## src/rtl/alu_pkg.sv

```systemverilog
// Shared constants for the ALU and everything that drives it.
// Control encodings match the ALU's ALUControl input.
package alu_pkg;

  localparam int ALU_CTRL_W     = 2;
  localparam int ALU_DATA_WIDTH = 32;

  localparam logic [ALU_CTRL_W-1:0] ALU_AND = 2'b00;
  localparam logic [ALU_CTRL_W-1:0] ALU_OR  = 2'b01;
  localparam logic [ALU_CTRL_W-1:0] ALU_ADD = 2'b10;
  localparam logic [ALU_CTRL_W-1:0] ALU_SUB = 2'b11;

  // Port indices used for the round-robin pointer.
  localparam logic PORT_EXEC   = 1'b0;
  localparam logic PORT_BRANCH = 1'b1;

endpackage

```

## src/rtl/alu_rsp_slot.sv

```systemverilog
// One port's response register: captures the ALU result and zero flag
// and holds them until the consumer takes the response.
module alu_rsp_slot
  import alu_pkg::*;
#(
  parameter int DATA_WIDTH = ALU_DATA_WIDTH
) (
  input  logic                  clk,
  input  logic                  reset,
  input  logic                  capture,
  input  logic [DATA_WIDTH-1:0] result_in,
  input  logic                  zero_in,
  input  logic                  ready,
  output logic                  valid,
  output logic [DATA_WIDTH-1:0] result,
  output logic                  zero
);

  // capture never coincides with valid=1: the arbiter does not grant a
  // port whose response is still outstanding.
  always_ff @(posedge clk) begin
    if (reset) begin
      valid  <= 1'b0;
      result <= '0;
      zero   <= 1'b0;
    end else if (capture) begin
      valid  <= 1'b1;
      result <= result_in;
      zero   <= zero_in;
    end else if (valid && ready) begin
      valid <= 1'b0;
    end
  end

endmodule

```

## src/rtl/alu_share_arbiter.sv

```systemverilog
// Shares one combinational ALU between the execute datapath (port 0)
// and the branch/address unit (port 1) with round-robin arbitration.
module alu_share_arbiter
  import alu_pkg::*;
#(
  parameter int DATA_WIDTH     = ALU_DATA_WIDTH,
  parameter int PRIORITY_RESET = 0
) (
  input  logic                  clk,
  input  logic                  reset,

  input  logic                  req0_valid,
  output logic                  req0_ready,
  input  logic [DATA_WIDTH-1:0] req0_op1,
  input  logic [DATA_WIDTH-1:0] req0_op2,
  input  logic [ALU_CTRL_W-1:0] req0_ctrl,
  output logic                  rsp0_valid,
  input  logic                  rsp0_ready,
  output logic [DATA_WIDTH-1:0] rsp0_result,
  output logic                  rsp0_zero,

  input  logic                  req1_valid,
  output logic                  req1_ready,
  input  logic [DATA_WIDTH-1:0] req1_op1,
  input  logic [DATA_WIDTH-1:0] req1_op2,
  input  logic [ALU_CTRL_W-1:0] req1_ctrl,
  output logic                  rsp1_valid,
  input  logic                  rsp1_ready,
  output logic [DATA_WIDTH-1:0] rsp1_result,
  output logic                  rsp1_zero,

  output logic [DATA_WIDTH-1:0] alu_op1,
  output logic [DATA_WIDTH-1:0] alu_op2,
  output logic [ALU_CTRL_W-1:0] alu_ctrl,
  input  logic [DATA_WIDTH-1:0] alu_result,
  input  logic                  alu_zero
);

  // Handshake: a transfer happens on a rising edge where valid & ready are
  // both 1. Requesters hold valid and payload stable until ready; ready may
  // depend combinationally on valid. Responses hold until rsp_ready.

  localparam logic LAST_GRANT_RESET = (PRIORITY_RESET == 0) ? PORT_BRANCH : PORT_EXEC;

  logic last_grant;
  logic elig0, elig1;
  logic grant0, grant1;

  // A port with an outstanding response is never eligible, even when the
  // response is being consumed this same cycle.
  assign elig0 = req0_valid & ~rsp0_valid;
  assign elig1 = req1_valid & ~rsp1_valid;

  always_comb begin
    grant0 = 1'b0;
    grant1 = 1'b0;
    if (!reset) begin
      if (elig0 && elig1) begin
        grant0 = (last_grant == PORT_BRANCH);
        grant1 = (last_grant == PORT_EXEC);
      end else begin
        grant0 = elig0;
        grant1 = elig1;
      end
    end
  end

  assign req0_ready = grant0;
  assign req1_ready = grant1;

  always_comb begin
    alu_op1  = '0;
    alu_op2  = '0;
    alu_ctrl = ALU_AND;
    if (grant0) begin
      alu_op1  = req0_op1;
      alu_op2  = req0_op2;
      alu_ctrl = req0_ctrl;
    end else if (grant1) begin
      alu_op1  = req1_op1;
      alu_op2  = req1_op2;
      alu_ctrl = req1_ctrl;
    end
  end

  // Priority rotates only on a real grant; idle cycles keep the pointer.
  always_ff @(posedge clk) begin
    if (reset) begin
      last_grant <= LAST_GRANT_RESET;
    end else if (grant0) begin
      last_grant <= PORT_EXEC;
    end else if (grant1) begin
      last_grant <= PORT_BRANCH;
    end
  end

  alu_rsp_slot #(.DATA_WIDTH(DATA_WIDTH)) u_slot0 (
    .clk       (clk),
    .reset     (reset),
    .capture   (grant0),
    .result_in (alu_result),
    .zero_in   (alu_zero),
    .ready     (rsp0_ready),
    .valid     (rsp0_valid),
    .result    (rsp0_result),
    .zero      (rsp0_zero)
  );

  alu_rsp_slot #(.DATA_WIDTH(DATA_WIDTH)) u_slot1 (
    .clk       (clk),
    .reset     (reset),
    .capture   (grant1),
    .result_in (alu_result),
    .zero_in   (alu_zero),
    .ready     (rsp1_ready),
    .valid     (rsp1_valid),
    .result    (rsp1_result),
    .zero      (rsp1_zero)
  );

endmodule

```

## config.mk

```make
export PLATFORM = sky130hd
export DESIGN_NAME = alu_share_arbiter
export DESIGN_NICKNAME = d
export VERILOG_FILES = /design/src/rtl/alu_pkg.sv /design/src/rtl/alu_rsp_slot.sv /design/src/rtl/alu_share_arbiter.sv
export SDC_FILE = /design/constraint.sdc
export NUM_CORES = 1
export LEC_CHECK = 0
export CAP_MARGIN = 25
export CORE_AREA = 5 5 116 118
export CTS_BUF_LIST = sky130_fd_sc_hd__clkbuf_16
export DETAILED_ROUTE_END_ITERATION = 10
export DIE_AREA = 0 0 121 123
export DONT_BUFFER_PORTS = 1
export SYNTH_ARGS = -nofsm -noshare
export SYNTH_HDL_FRONTEND = slang
export SYNTH_SLANG_ARGS = --single-unit
```

## constraint.sdc

```tcl
create_clock -name clk -period 2.4 [get_ports clk]
set_clock_uncertainty 0.15 [all_clocks]
set_input_delay 0.36 -clock clk [delete_from_list [all_inputs] [get_ports clk]]
set_output_delay 0.36 -clock clk [all_outputs]
set_load 0.01 [all_outputs]
```

==> flow_metrics.env, run 1 <==
export IMPL_htreeDepth=3
export IMPL_synth_top_area_cell="dfxtp_1"
export IMPL_power_leakage_nw=1.61
export IMPL_setup_violations_final=0
export IMPL_yosysWarnings=0
export IMPL_status="completed"
export IMPL_cts_tree="yes"
export IMPL_syn_area_per_cell_um2=9.62
export IMPL_die_height_um=123
export IMPL_cellPowerDensity_nw_per_um2=772
export IMPL_timing_worst_setup_path_type="flop to output pin"
export IMPL_reg2reg_depth=4
export IMPL_cap_violations=0
export IMPL_crit_slowest_cell="dfxtp_2"
export IMPL_crit_path_start="u_slot0.valid$_SDFFE_PP0P_"
export IMPL_rsz0062_at_grt="false"
export IMPL_synth_seq_cells=69
export IMPL_drc=0
export IMPL_hpwl_mm=9.74
export IMPL_ant_nets=0
export IMPL_antenna_found_initial=0
export IMPL_synth_area_top_cells="dfxtp_1, a22o_1, nor2b_1"
export IMPL_cp_max_fo=34
export IMPL_worstPathRequired_ps=1890
export IMPL_num_vias=2910
export IMPL_grt_max_degree=105
export IMPL_start_kind="flop"
export IMPL_timing_slew_headroom=0.684
export IMPL_grtUsageTotal=0.152
export IMPL_core_um2=12400
export IMPL_power_frac_clock=0.431
export IMPL_p_sw_frac=0.264
export IMPL_clock_path_buffers=2
export IMPL_die_w_um=121
export IMPL_clk_pin_slew_ps=60
export IMPL_fin_setup_tns_ps=0
export IMPL_fin_hold_ws_ps=23.3
export IMPL_fillers=1284
export IMPL_finalMaxSlewViolations=0
export IMPL_hold_class="input port to flop"
export IMPL_std_cell_rows=41
export IMPL_synth_top_cell_area_share=0.372
export IMPL_drtPass1Iterations=4
export IMPL_dieArea_um2=14900
export IMPL_tightest_slew_ps=474
export IMPL_start_util=0.300
export IMPL_synthesis_area_um2=3710
export IMPL_cp_cell_sequence="and3b_1 -> nor3_4 -> buf_4 -> buf_12 -> a22o_1"
export IMPL_synth_distinct_cells=23
export IMPL_power_net_switching_mw=0.852
export IMPL_portBuffers=0
export IMPL_via_per_inst=5.32
export IMPL_finalCritPeriodShare=0.966
export IMPL_syn_inst=386
export IMPL_cts_root_buffer="clkbuf_16"
export IMPL_post_route_util=0.338
export IMPL_diodes=0
export IMPL_synthesis_nets=557
export IMPL_fmax_mhz=431
export IMPL_hold_depth=1
export IMPL_multi_input_area_um2=2090
export IMPL_critPathArrivalTime_ps=1810
export IMPL_gp_congestion=0.786
export IMPL_postRouteWirelength_mm=13.2
export IMPL_regArea_um2=1380
export IMPL_p_seq_frac=0.419
export IMPL_pwr_share_comb=0.150
export IMPL_p_int_mw=2.38
export IMPL_drt_iter0_drc=212
export IMPL_gr_total_overflow=0
export IMPL_numCtsBuffers=9
export IMPL_fin_crit_ps=2320
export IMPL_seq_area_frac_synth=0.372
export IMPL_critPathCaptureType="output pin"
export IMPL_timing_rr_start="u_slot1.valid$_SDFFE_PP0P_"
export IMPL_grt_pass1_wl_mm=17.2
export IMPL_hp_start="alu_result[25]"
export IMPL_drive_gt1_frac=0.173
export IMPL_finalHoldViolCount=0
export IMPL_slowest_delay_ps=380
export IMPL_worst_ir_drop_vdd_uv=309
export IMPL_wl_per_cell_um=24.1
export IMPL_clock_sinks=69
export IMPL_clock_latency_ps=320
export IMPL_io_pins=307
export IMPL_final_nets=541
export IMPL_syn_to_final_growth_pct=12.5
export IMPL_grt_pass1_vias=2809
kinds of logic after synthesis:
family	after synthesis	synth area share
AO/OA/AOI/OAI	136	0.252
AND/OR/NAND/NOR	107	0.187
flip-flops	69	0.372
buffers and inverters	41	0.0684
multiplexers	33	0.121
critical path, delay by kind of cell, from the launching register on:
| family | cells | cell delay [ps] |
|---|---|---|
| buffers and inverters | 2 | 310 |
| and+or+nand+nor | 2 | 430 |
| AOI/OAI and AO/OA | 1 | 320 |
| DFF | 1 | 380 |
cells in the final DEF (no fill, tap or decap), drive strengths merged, types with 2 or more instances in the layout:
master	count
dfxtp	69
a22o	66
o21ai	66
nor2b	63
nand2b	35
mux2	33
clkbuf	11
buf	11
and2b	4
clkinv	3
bufinv	2
cells in the mapped netlist:
library cell,count
dfxtp_1,69
a22o_1,66
nor2b_1,63
o21ai_0,55
nand2b_1,34
mux2_4,21
clkbuf_1,17
mux2_2,12
buf_2,11
o21ai_1,11
buf_6,10
and2b_1,4
buf_4,3
a21o_1,1
a21oi_1,1
and3b_1,1
nand2b_4,1
nor2_1,1
nor3_4,1
nor3b_1,1
o21a_1,1
o21bai_1,1
or2_1,1
layer usage:
| layer | wire length [um] | GRT usage | share of wire |
|---|---|---|---|
| met5 | 0 | 0 | 0 |
| met4 | 109 | 0.0340 | 0.0083 |
| met3 | 1390 | 0.0691 | 0.11 |
| met2 | 6540 | 0.246 | 0.50 |
| met1 | 5150 | 0.187 | 0.39 |
per-stage QoR:
stage | area (um^2) | total power, mW | worst slack (ps) | cells
finish | 4180 | 3.23 | 82.0 | 547
global route | 4180 | 3.38 | 17.4 | 547
CTS | 4100 | 3.26 | 33.9 | 543
detailed placement | 3780 | 1.84 | 402 | 526
global placement | 3780 | 1.83 | 412 | 526
floorplan | 3710 | 1.77 | 513 | 386
worst paths after layout:
path	endpoint	slack, ps
min	u_slot0.result[25]$_SDFFE_PP0P_	20
min reg2reg	u_slot1.valid$_SDFFE_PP0P_	390
max	alu_op2[30]	80
max reg2reg	u_slot0.result[4]$_SDFFE_PP0P_	450
registers in the layout, indices dropped and copies added (netlist names):
register	cells
last_grant	1
u_slot1.result	32
u_slot0.valid	1
u_slot1.valid	1
u_slot1.zero	1
u_slot0.zero	1
u_slot0.result	32
timing repair:
action,in CTS,in global routing
buffers inserted,0,2
gates resized for setup,0,3
hold endpoints to repair,1,0
endpoints found under the setup margin,0,41
hold buffers,1,0
power groups by stage:
stage               registers (mW)  clock network (mW)  logic (mW)
finish                        1.35                1.39       0.485
global route                  1.36                1.49       0.524
CTS                           1.35                1.44       0.464
detailed placement            1.38                   0       0.459
global placement              1.38                   0       0.451
floorplan                     1.35                   0       0.427
cell type report:
cell class	instances	share of cell area
clock inverter	7	0.0213
multi-input combinational	276	0.501
sequential	69	0.331
tap	172	0.0515
timing repair buffer	14	0.0419
clock buffer	9	0.0539
Note: power is estimated with default switching activity, not from simulation.
==> inputs of run 2 (changes only) <==
Settings changed: TNS_END_PERCENT from default to 50.
==> results of run 2 <==
Final layout, timing and power as in run 1 (identical DEF).
